[src/rtl/m_param_alu_if.sv]
// Request/response port of m_param_alu: operation request in, registered result,
// flags and start/done handshake out.
interface m_param_alu_if #(parameter int WIDTH = 8);
  logic             iStart;
  logic [3:0]       iOp;
  logic [WIDTH-1:0] iA;
  logic [WIDTH-1:0] iB;
  logic [WIDTH-1:0] oResult;
  logic [3:0]       oFlags;
  logic             oBusy;
  logic             oDone;

  modport master (output iStart, iOp, iA, iB, input oResult, oFlags, oBusy, oDone);
  modport slave  (input iStart, iOp, iA, iB, output oResult, oFlags, oBusy, oDone);
endinterface

[src/rtl/m_param_alu.sv]
// Registered WIDTH-bit ALU with persistent {S,Z,V,C} flags and start/done handshake.
// Define ALU_MUL_EN to compile in the multi-cycle shift-and-add multiplier (opcode 10).
module m_param_alu #(
  parameter int WIDTH = 8
) (
  input  logic          iClk,
  input  logic          iRst_n,
  m_param_alu_if.slave  bus
);
  localparam logic [3:0] OP_ADD = 4'd0, OP_SUB = 4'd1, OP_ADC = 4'd2, OP_SBB = 4'd3,
                         OP_AND = 4'd4, OP_OR  = 4'd5, OP_XOR = 4'd6, OP_CMP = 4'd7,
                         OP_INC = 4'd8, OP_DEC = 4'd9;

`ifdef ALU_MUL_EN
  localparam logic [3:0] OP_MUL = 4'd10;
  localparam int CW = $clog2(WIDTH + 1);
  typedef enum logic {IDLE, MUL_RUN} state_t;
`else
  typedef enum logic {IDLE} state_t;
`endif

  state_t           stateQ, stateD;
  logic [WIDTH-1:0] resQ;
  logic [3:0]       flagsQ;
  logic             doneQ;

  logic [WIDTH-1:0] opB, logicRes, aluRes;
  logic [WIDTH:0]   sum;
  logic             cin, isSub, arith, legal, writeRes, aluC, aluV;
  logic [3:0]       aluFlags;
  logic             isMul, take, finish;

  // Subtraction runs as A + ~B + cin; the stored C is a borrow, so it is inverted on the way in and out.
  always_comb begin
    opB      = bus.iB;
    cin      = 1'b0;
    isSub    = 1'b0;
    arith    = 1'b1;
    legal    = 1'b1;
    writeRes = 1'b1;
    logicRes = '0;
    case (bus.iOp)
      OP_ADD: ;
      OP_SUB: begin opB = ~bus.iB; cin = 1'b1; isSub = 1'b1; end
      OP_ADC: cin = flagsQ[0];
      OP_SBB: begin opB = ~bus.iB; cin = ~flagsQ[0]; isSub = 1'b1; end
      OP_AND: begin arith = 1'b0; logicRes = bus.iA & bus.iB; end
      OP_OR:  begin arith = 1'b0; logicRes = bus.iA | bus.iB; end
      OP_XOR: begin arith = 1'b0; logicRes = bus.iA ^ bus.iB; end
      OP_CMP: begin opB = ~bus.iB; cin = 1'b1; isSub = 1'b1; writeRes = 1'b0; end
      OP_INC: opB = WIDTH'(1);
      OP_DEC: begin opB = ~WIDTH'(1); cin = 1'b1; isSub = 1'b1; end
      default: begin legal = 1'b0; writeRes = 1'b0; end
    endcase
    sum      = {1'b0, bus.iA} + {1'b0, opB} + {{WIDTH{1'b0}}, cin};
    aluRes   = arith ? sum[WIDTH-1:0] : logicRes;
    aluC     = arith & (sum[WIDTH] ^ isSub);
    aluV     = arith & (bus.iA[WIDTH-1] == opB[WIDTH-1]) & (sum[WIDTH-1] != bus.iA[WIDTH-1]);
    aluFlags = {aluRes[WIDTH-1], aluRes == '0, aluV, aluC};
  end

`ifdef ALU_MUL_EN
  logic [2*WIDTH-1:0] mulProd, mulCand, prodNext;
  logic [WIDTH-1:0]   mulPlier;
  logic [CW-1:0]      cnt;
  logic               hiNz, lastIter;
  logic [3:0]         mulFlags;

  always_comb begin
    prodNext = mulPlier[0] ? mulProd + mulCand : mulProd;
    hiNz     = prodNext[2*WIDTH-1:WIDTH] != '0;
    mulFlags = {prodNext[WIDTH-1], prodNext[WIDTH-1:0] == '0, hiNz, hiNz};
    lastIter = cnt == CW'(WIDTH - 1);
  end
  assign isMul = bus.iOp == OP_MUL;
`else
  assign isMul = 1'b0;
`endif

  always_comb begin
    stateD = stateQ;
    take   = 1'b0;
    finish = 1'b0;
    case (stateQ)
      IDLE: if (bus.iStart) begin
`ifdef ALU_MUL_EN
        if (isMul) stateD = MUL_RUN;
        else       take   = 1'b1;
`else
        take = 1'b1;
`endif
      end
`ifdef ALU_MUL_EN
      MUL_RUN: if (lastIter) begin
        stateD = IDLE;
        finish = 1'b1;
      end
`endif
      default: stateD = IDLE;
    endcase
  end

  always_ff @(posedge iClk) begin
    if (!iRst_n) begin
      stateQ <= IDLE;
      resQ   <= '0;
      flagsQ <= '0;
      doneQ  <= 1'b0;
`ifdef ALU_MUL_EN
      mulProd  <= '0;
      mulCand  <= '0;
      mulPlier <= '0;
      cnt      <= '0;
`endif
    end else begin
      stateQ <= stateD;
      doneQ  <= take | finish;
      if (take && legal) begin
        if (writeRes) resQ <= aluRes;
        flagsQ <= aluFlags;
      end
`ifdef ALU_MUL_EN
      if (stateQ == IDLE && bus.iStart && isMul) begin
        mulProd  <= '0;
        mulCand  <= {{WIDTH{1'b0}}, bus.iA};
        mulPlier <= bus.iB;
        cnt      <= '0;
      end else if (stateQ == MUL_RUN) begin
        mulProd  <= prodNext;
        mulCand  <= mulCand << 1;
        mulPlier <= mulPlier >> 1;
        cnt      <= cnt + CW'(1);
        if (finish) begin
          resQ   <= prodNext[WIDTH-1:0];
          flagsQ <= mulFlags;
          cnt    <= '0;
        end
      end
`endif
    end
  end

  assign bus.oResult = resQ;
  assign bus.oFlags  = flagsQ;
  assign bus.oDone   = doneQ;
`ifdef ALU_MUL_EN
  assign bus.oBusy   = stateQ == MUL_RUN;
`else
  assign bus.oBusy   = 1'b0;
`endif
endmodule

[src/flat_wrapper.sv]
// flat-port wrapper written by rule: the top's interface ports become plain ports
module m_param_alu_flat 
#(
  parameter int WIDTH = 8
)
  (iClk, iRst_n, bus_iStart, bus_iOp, bus_iA, bus_iB, bus_oResult, bus_oFlags, bus_oBusy, bus_oDone);
  m_param_alu_if #(.WIDTH(WIDTH)) bus_i ();
  input  logic iClk;
  input  logic iRst_n;
  input wire logic [$bits(bus_i.iStart)-1:0] bus_iStart;
  input wire logic [$bits(bus_i.iOp)-1:0] bus_iOp;
  input wire logic [$bits(bus_i.iA)-1:0] bus_iA;
  input wire logic [$bits(bus_i.iB)-1:0] bus_iB;
  output wire logic [$bits(bus_i.oResult)-1:0] bus_oResult;
  output wire logic [$bits(bus_i.oFlags)-1:0] bus_oFlags;
  output wire logic [$bits(bus_i.oBusy)-1:0] bus_oBusy;
  output wire logic [$bits(bus_i.oDone)-1:0] bus_oDone;
  assign bus_i.iStart = bus_iStart;
  assign bus_i.iOp = bus_iOp;
  assign bus_i.iA = bus_iA;
  assign bus_i.iB = bus_iB;
  assign bus_oResult = bus_i.oResult;
  assign bus_oFlags = bus_i.oFlags;
  assign bus_oBusy = bus_i.oBusy;
  assign bus_oDone = bus_i.oDone;
  m_param_alu #(.WIDTH(WIDTH)) u_core (.iClk(iClk), .iRst_n(iRst_n), .bus(bus_i));
endmodule
[config.mk]
export PLATFORM = sky130hd
export DESIGN_NAME = m_param_alu_flat
export DESIGN_NICKNAME = d
export VERILOG_FILES = /design/src/rtl/m_param_alu_if.sv /design/src/rtl/m_param_alu.sv /design/src/flat_wrapper.sv
export SDC_FILE = /design/constraint.sdc
export NUM_CORES = 1
export LEC_CHECK = 0
export CORE_MARGIN = 2
export CORE_UTILIZATION = 50
export CTS_CLUSTER_SIZE = 28
export DETAILED_ROUTE_END_ITERATION = 8
export GPL_ROUTABILITY_DRIVEN = 0
export GPL_TIMING_DRIVEN = 0
export PLACE_DENSITY = 0.85
export SYNTH_ARGS = -nofsm -noshare
export SYNTH_HDL_FRONTEND = slang
export SYNTH_SLANG_ARGS = --single-unit
export TNS_END_PERCENT = 20
[constraint.sdc]
create_clock -name iClk -period 3.47 [get_ports iClk]
set_clock_uncertainty 0.1 [all_clocks]
set_input_delay 0.347 -clock iClk [delete_from_list [all_inputs] [get_ports iClk]]
set_output_delay 0.347 -clock iClk [all_outputs]
set_load 0.01 [all_outputs]
# ---- Word-level counts from Yosys, hierarchy flattened
# Index checks and enable logic that the tools add are counted.
dict set report op_classes {
  add_sub_neg 2
  muxes 9
  n_bitwise 9
  n_reduce_logical 10
  eq_ne 11
}
# cell n
set ops {}
lappend ops {{$pmux W8 S3} 2}
lappend ops {{$eq A4 B3 Y1 const B} 4}
lappend ops {{$reduce_or A10 Y1} 1}
lappend ops {{$add A8 B8 Y9} 1}
lappend ops {{$add A9 B1 Y9} 1}
lappend ops {{$reduce_or A3 Y1} 3}
lappend ops {{$reduce_or A9 Y1} 1}
lappend ops {{$and A8 B8 Y8} 1}
lappend ops {{$eq A4 B2 Y1 const B} 2}
lappend ops {{$eq A4 B4 Y1 const B} 2}
lappend ops {{$logic_not A8 Y1} 1}
lappend ops {{$mux W8} 1}
lappend ops {{$not A8 Y8} 1}
lappend ops {{$or A8 B8 Y8} 1}
lappend ops {{$xor A8 B8 Y8} 1}
lappend ops {{$mux W1} 5}
lappend ops {{$eq A4 B1 Y1 const B} 1}
lappend ops {{$logic_not A4 Y1} 1}
lappend ops {{$reduce_or A4 Y1} 1}
lappend ops {{$and A1 B1 Y1} 3}
lappend ops {{$pmux W1 S3} 1}
lappend ops {{$reduce_and A2 Y1} 1}
lappend ops {{$eq A1 B1 Y1} 1}
lappend ops {{$logic_and A1 B1 Y1} 1}
lappend ops {{3 further kinds} 3}
dict set report totals {
  output_inout_bits 14
  inputBits 23
  register_bits 13
  elab_cells 44
}

# ---- Logic depth before layout (Yosys ltp)
# Gate-level depths: netlist (run 1).
dict set report logic_depth {
  word_depth 7
  depth_mapped 15
  depth_no_buf 14
}

# ---- Worst setup path before layout (run 1)
# No wires, ideal clock.
dict set report synth_timing {
  path_kind {input to register}
  from {input port bus_iOp[1]}
  to {register u_core.flagsQ[2] (netlist: u_core.bus.oFlags[2])}
  t_required_ps 3303
  t_arrival_ps 3041
  n_path_buf 2
  setup_slack_ps 262
  setup_ps 67
  cell_stages 13
  cell_sequence {buf_6 > inv_2 > a21boi_1 > and2_0 > clkbuf_1 > a221oi_1 > fa_1 > a21o_1 > a211oi_2 > a211oi_2 > a311o_1 > a2111o_1 > o21ai_2}
}
dict set report synth_between {
  elab_chain_len 7
  elab_cells_between_ends 23
  classes_between {2 x add/sub; 9 x eq/ne; 5 x mux; 7 x reduce/logical}
}
# element line
set synth_rtl {}
lappend synth_rtl {{start, declared} flat_wrapper.sv:11} ;# input wire logic [$bits(bus_i.iOp)-1:0] bus_iOp;
lappend synth_rtl {{$eq A4 B3 Y1 (tied with other cells)} m_param_alu.sv:42} ;# case (bus.iOp)
lappend synth_rtl {{$reduce_or A3 Y1 (no source line)} n/a}
lappend synth_rtl {{$pmux W8 S3} m_param_alu.sv:42}
lappend synth_rtl {{$add A8 B8 Y9} m_param_alu.sv:55} ;# sum = {1'b0, bus.iA} + {1'b0, opB} + {{WIDTH{1'b0}}, cin};
lappend synth_rtl {{$add A9 B1 Y9} m_param_alu.sv:55}
lappend synth_rtl {{$mux W8} m_param_alu.sv:56} ;# aluRes = arith ? sum[WIDTH-1:0] : logicRes;
lappend synth_rtl {{$logic_not A8 Y1} m_param_alu.sv:59} ;# aluFlags = {aluRes[WIDTH-1], aluRes == '0, aluV, aluC};
lappend synth_rtl {{end signal, assigned} m_param_alu.sv:120} ;# flagsQ <= aluFlags;
lappend synth_rtl {{end, declared} m_param_alu.sv:24} ;# logic [3:0] flagsQ;
# Several ways; a longest one is shown, not always the timed one.
# A chain may end at the register's enable or synchronous reset.

# ---- Final worst setup path (run 1)
dict set report layout_timing {
  from {input port bus_iOp[0]}
  to {register u_core.flagsQ[2] (netlist: u_core.bus.oFlags[2])}
}
# The elaborated chain is that of the path after synthesis.

==> results.toml, run 1 <==
[outcome]
outcome = "finished clean"

[worst_setup_path]
cp_max_fo = 10
cp_slowest_stage_delay_ns = 0.43
path_delay_family = "compound AO/OA/AOI/OAI gates"
startpoint_type = "input pin"
required_ns = 3.59
crit_path_cell_trace = "clkbuf_2 -> buf_6 -> buf_4 -> nand3_1 -> o21ai_0 -> a22oi_1 -> fa_2 -> inv_1 -> fa_2 -> a21o_1 -> a211oi_2 -> a211oi_2 -> a311o_1 -> a2111o_1 -> o21ai_2"
path_class = "input pin to register"
critPathArrivalTime_ns = 3.45
cp.depth = 15
worstSetupEndpointType = "register"
cpMaxStageDelayCell = "a2111o_1"
crit_buf_inv = 4
reg2regPathDepth = 12

[drt]
firstDrtPassIters = 4
drc = 0
wirelength_microns = 4250
num_vias = 1775
drt-vias-per-instance = 5.80
detail_route.wl_per_cell_microns = 13.9
drt_iter0_markers = 96
ant_nets = 0

[yosys]
yosys.area.top_type = "ha_1"
synth_seq_area_share_pct = 15.3
synth_commonest_cells = "25 x nor2_1, 24 x ha_1, 21 x inv_1"
synth_edf_count = 0
yosysMostFrequentCell = "nor2_1"
synth_cell_type_count = 56
syn_nets = 268
synthCells = 219
synth_flop_cell = "dfxtp_1"
yosysWarnings = 0
ys_top_cells_by_area = "ha_1 18%, dfxtp_1 15%, nor2_1 5.5%"
synthArstFlopShare_pct = 0
syn-cell-area_sq_um = 1700
syn_area_per_cell_sq_um = 7.76
synth_seq_cells = 13
netlist.area_leader.share_pct = 17.7

[layout]
n_antenna_cell = 0
nNetsFinal = 310
drive_gt1_share_pct = 12.3
area_delta_synth_final_pct = 28.2

[place]
hpwl_microns = 3280
port-buffer-count = 34

[floorplan]
pin_count = 37
rows = 21
die_w_microns = 62.3
die_area_sq_um = 3880
die_h_microns = 62.3
initial_core_util_pct = 51.4
core_area_sq_um = 3310

[hold_path]
hold_depth = 2
min_path_type = "register to register"

[timing]
period_needed_ns = 3.33
finalCritPeriodShare_pct = 96.0
final_max_slew_viol_count = 0
fmax_mhz = 300
hold_violations = 0
final-setup-viol-count = 0
finalSetupTns_ns = 0

[cts]
numCtsBuffers = 3
cts_hold_buf = 0
cts_tree = "done"
clock_latency_ns = 0.27
clockBufferDepth = 2
htreeDepth = 1
clkSinkCount = 13
clk_root_buffer_cell = "clkbuf_4"
clk_pin_slew_ns = 0.08

[power_and_ir_drop]
p_sw_share_pct = 38.3
p_int_mw = 0.364
ir_drop_mv = 0.279
p_clk_share_pct = 15.7
power_density_nw_per_um2 = 270
power_switching_mw = 0.226
power.total_mw = 0.589
combPwrFrac_pct = 55.7
pwr-share-seq_pct = 28.7
total_leakage_power_nw = 0.970

[grt]
grtUsageMet1_pct = 29.5
grt_use_met3_pct = 5.07
grt_pass1_vias = 1536
grt-ovfl-total = 0
track_usage_pct = 22.1
antenna_found_initial = 0
grt_use_met2_pct = 36.3
grt_max_degree = 11
grt-busiest-layer = "met2"
grt_first_pass_wirelength_microns = 7020

[run]
cap_violations = 0
-- registers in the layout, summed over array words and instances, names as in the netlist --
name and cells:
u_core.bus.oResult 8, u_core.bus.oDone 1, u_core.bus.oFlags 4
-- logic make-up after synthesis --
logic type | count (synthesis) | share of synthesized area (%)
AO/OA/AOI/OAI | 63 | 26.6
XOR/XNOR | 3 | 1.55
adder cells (fa/ha/maj) | 26 | 20.0
buffers and inverters | 32 | 9.20
flip-flops | 13 | 15.3
multiplexers | 9 | 5.30
other | 1 | 0.221
AND/OR/NAND/NOR | 72 | 21.9
-- what timing repair did --
action,CTS,global route
pin swaps,3,4
buffers inserted,2,1
setup endpoints to repair,7,3
resized for setup,11,5
-- metal layers --
layer	share of wire (%)	vias up
met5	0	-
met4	1.1	0
met3	7.4	8
met2	48	71
met1	43	826
li1	-	870
-- tightest hold or removal path: stages (launching register included) --
cell and delay (ns):
dfxtp_1 0.31, nand2_1 0.06, a21oi_1 0.05
-- placed cells by master (no fill, tap or decap), types with 4 or more instances in the layout --
cell	n
a21oi_1	8
a221oi_1	6
buf_4	5
buf_6	5
clkdlybuf4s50_1	31
dfxtp_1	13
ha_1	24
inv_1	21
mux2i_1	9
nand2_1	15
nor2_1	25
nor2b_1	4
o21ai_0	12
o22ai_1	6
-- layout make-up --
class	instances	area, sq um
plain buffers	10	83.8
clock buffers	4	26.3
fillers	311	1130
inverters	22	82.6
multi-input cells	174	1310
flip-flops and latches	13	260
well taps	46	57.6
repair buffers	37	359
-- final timing paths --
kind,from,endpoint,slack (ns)
max,bus_iOp[0],u_core.bus.oFlags[2],0.14
min,u_core.bus.oFlags[3],u_core.bus.oFlags[3],0.37
min reg2reg,u_core.bus.oFlags[3],u_core.bus.oFlags[3],0.37
max reg2reg,u_core.bus.oFlags[0],u_core.bus.oFlags[2],0.22
-- power by group through the flow --
| stage | registers [mW] | clock network [mW] | logic [mW] |
|---|---|---|---|
| 5_1_grt | 0.170 | 0.105 | 0.358 |
| 3_3_place_gp | 0.172 | 0 | 0.305 |
| 3_5_place_dp | 0.172 | 0 | 0.313 |
| 6_report | 0.169 | 0.0923 | 0.328 |
| 2_1_floorplan | 0.177 | 0 | 0.204 |
| 4_1_cts | 0.168 | 0.0938 | 0.322 |
-- per-stage QoR --
stage | hold WS [ns] | cell area [sq um] | cells | setup slack (ns) | util, %
floorplan | 0.369 | 1700 | 219 | 0.262 | -
global placement | 0.347 | 2100 | 299 | -0.738 | 63.4
detailed placement | 0.357 | 2100 | 299 | -0.801 | 63.4
CTS | 0.368 | 2170 | 305 | 0.0192 | 65.5
global route | 0.384 | 2180 | 306 | -0.00506 | 65.8
finish | 0.367 | 2180 | 306 | 0.140 | 65.8
Power figures use the tool's default switching activity.
==> inputs of run 2 (changes only) <==
--- a/config.mk
+++ b/config.mk
@@ -5,13 +5,15 @@
 export SDC_FILE = /design/constraint.sdc
 export NUM_CORES = 1
 export LEC_CHECK = 0
+export ABC_AREA = 1
 export CORE_MARGIN = 2
 export CORE_UTILIZATION = 50
 export CTS_CLUSTER_SIZE = 28
 export DETAILED_ROUTE_END_ITERATION = 8
+export DONT_BUFFER_PORTS = 1
 export GPL_ROUTABILITY_DRIVEN = 0
 export GPL_TIMING_DRIVEN = 0
-export PLACE_DENSITY = 0.85
+export PLACE_DENSITY = 0.71
 export SYNTH_ARGS = -nofsm -noshare
 export SYNTH_HDL_FRONTEND = slang
 export SYNTH_SLANG_ARGS = --single-unit
==> run 2 against run 1 <==
Net effect:
- register-to-register slack gained 0.52 ns
- die area shrank 3.3%
- final cell count grew 2.9%
- fmax grew 17%
- final area shrank 21%
- power shrank 16%
- sequential share of layout area grew 3.2 points
- first-iteration DRC count grew 22%
- largest cell class unchanged
==> results.toml, run 2 <==
[drt]
met2WireLength_microns = 1820
ant_nets = 0
drc = 0
firstDrtPassIters = 4
top_layer = "met4"
drt_iter0_markers = 117
drt-vias-per-instance = 5.25
num_vias = 1655
wirelength_microns = 4030
detail_route.wl_per_cell_microns = 12.8
met3_length_microns = 254
drt-met1-wl_microns = 1910

[layout]
area_delta_synth_final_pct = 4.96
largest_reg_flops = 8
drive_gt1_share_pct = 7.01
final_cell_mix = "63 x nand2_1, 49 x inv_1, 24 x ha_1"
nNetsFinal = 321
postLayoutCellArea_sq_um = 1720
layout_commonest_cell = "nand2_1"
n_antenna_cell = 0

[yosys]
syn_area_per_cell_sq_um = 6.14
synth_flop_cell = "dfxtp_1"
synth_seq_area_share_pct = 15.9
synth_edf_count = 0
ys_top_cells_by_area = "ha_1 18%, dfxtp_1 16%, nand2_1 14%"
synthArstFlopShare_pct = 0
synth_seq_cells = 13
yosys.area.top_type = "ha_1"
synthCells = 267
syn_nets = 316
syn-cell-area_sq_um = 1640
yosysWarnings = 0
synth_commonest_cells = "63 x nand2_1, 49 x inv_1, 24 x ha_1"
synth_cell_type_count = 31
yosysMostFrequentCell = "nand2_1"
netlist.area_leader.share_pct = 18.3

[power_and_ir_drop]
ir_drop_mv = 0.215
total_leakage_power_nw = 0.952
power.total_mw = 0.495
power_density_nw_per_um2 = 287

[hold_path]
min_path_type = "input pin to register"

[timing]
finalSetupTns_ns = 0
whs_ns = 0.0592
final_max_slew_viol_count = 0
hold_violations = 0
rsz0062_at_grt = "false"
setup_ws_ns = 0.625
period_needed_ns = 2.85
finalCritPeriodShare_pct = 82.0
fmax_mhz = 351
final-setup-viol-count = 0

[cts]
numCtsBuffers = 3
cts-resized-gates = 0
cts_hold_buf = 0
clockBufferDepth = 2
post_cts_buffers = 0
clk_root_buffer_cell = "clkbuf_4"
htreeDepth = 1
clkSinkCount = 13
cts_tree = "done"
clk_pin_slew_ns = 0.08
clock_latency_ns = 0.28

[grt]
grt_max_degree = 11
grt_first_pass_wirelength_microns = 6620
antenna_found_initial = 0
grt_pass1_vias = 1523
grt-ovfl-total = 0
track_usage_pct = 23.8

[outcome]
outcome = "finished clean"

[worst_setup_path]
required_ns = 3.58
cp_max_fo = 9
path_class = "input pin to register"
worstSetupEndpointType = "register"
startpoint_type = "input pin"
critPathArrivalTime_ns = 2.96

[floorplan]
rows = 20
initial_core_util_pct = 53.3
core_area_sq_um = 3080
die_area_sq_um = 3750
die_h_microns = 61.3
die_w_microns = 61.3
pin_count = 37

[place]
place_ws_ns = 0.397
hpwl_microns = 3280
placed_cell_area_sq_um = 1700
port-buffer-count = 0

[run]
cap_violations = 0
==> run 2: cell count changes after synthesis, sizes merged, moves of 9 or more <==
cell / delta
nand2: +51
inv: +30
nand3: +19
a21oi: +14
mux2i: -9
==> run 2: final cells by class <==
type,count,area [sq um]
clock buffers,4,26.3
plain buffers,3,18.8
multi-input cells,199,1170
flip-flops and latches,13,260
fillers,338,1360
inverters,52,195
well taps,44,55.1
==> run 2: metrics by stage <==
step / util [%] / std cells
CTS: 55.9 / 315
floorplan: - / 267
finish: 55.9 / 315
detailed placement: 55.1 / 311
global route: 55.9 / 315
global placement: 55.1 / 311
==> run 2: layer usage <==
layer | up-vias | GRT usage (%)
li1 | 869 | -
met1 | 731 | 34.1
met2 | 51 | 36.3
met3 | 4 | 5.25
met4 | 0 | 5.59
met5 | - | 0
==> run 2: critical path, stage by stage <==
cell	delay, ns
inv_1	0.09
nand2_2	0.10
nor2_1	0.15
inv_1	0.09
nand2_2	0.19
nor2_1	0.06
inv_1	0.23
o21ai_0	0.13
ha_1	0.35
a21oi_1	0.26
nor2_1	0.07
nor2_1	0.17
nand2_1	0.09
nand2_1	0.06
nand2_1	0.04
a21oi_1	0.24
nand3_1	0.14
a21oi_2	0.13
==> run 2: logic make-up (layout without fill, tap and decap cells) <==
group	count (synthesis)	after routing	synth area share, %
fa+ha+maj	26	26	20.7
compound gates	51	51	17.7
flops	13	13	15.9
buf+inv	55	59	13.0
xor+xnor	1	1	0.534
other cells	1	1	0.229
simple gates	120	120	31.9
==> run 2: worst paths after layout <==
| check | cells past startpoint | slack (ns) | startpoint | end |
|---|---|---|---|---|
| min | 2 | 0.06 | bus_iStart | u_core.bus.oDone |
| max | 18 | 0.62 | bus_iOp[3] | u_core.bus.oFlags[2] |
| min reg2reg | 2 | 0.43 | u_core.bus.oFlags[1] | u_core.bus.oFlags[1] |
| max reg2reg | 15 | 0.74 | u_core.bus.oFlags[0] | u_core.bus.oFlags[2] |
==> run 2: power breakdown <==
part	switching [mW]	internal (mW)
Clock	0.0491	0.0446
Sequential	0.0135	0.161
Combinational	0.143	0.0839
Total	0.205	0.290
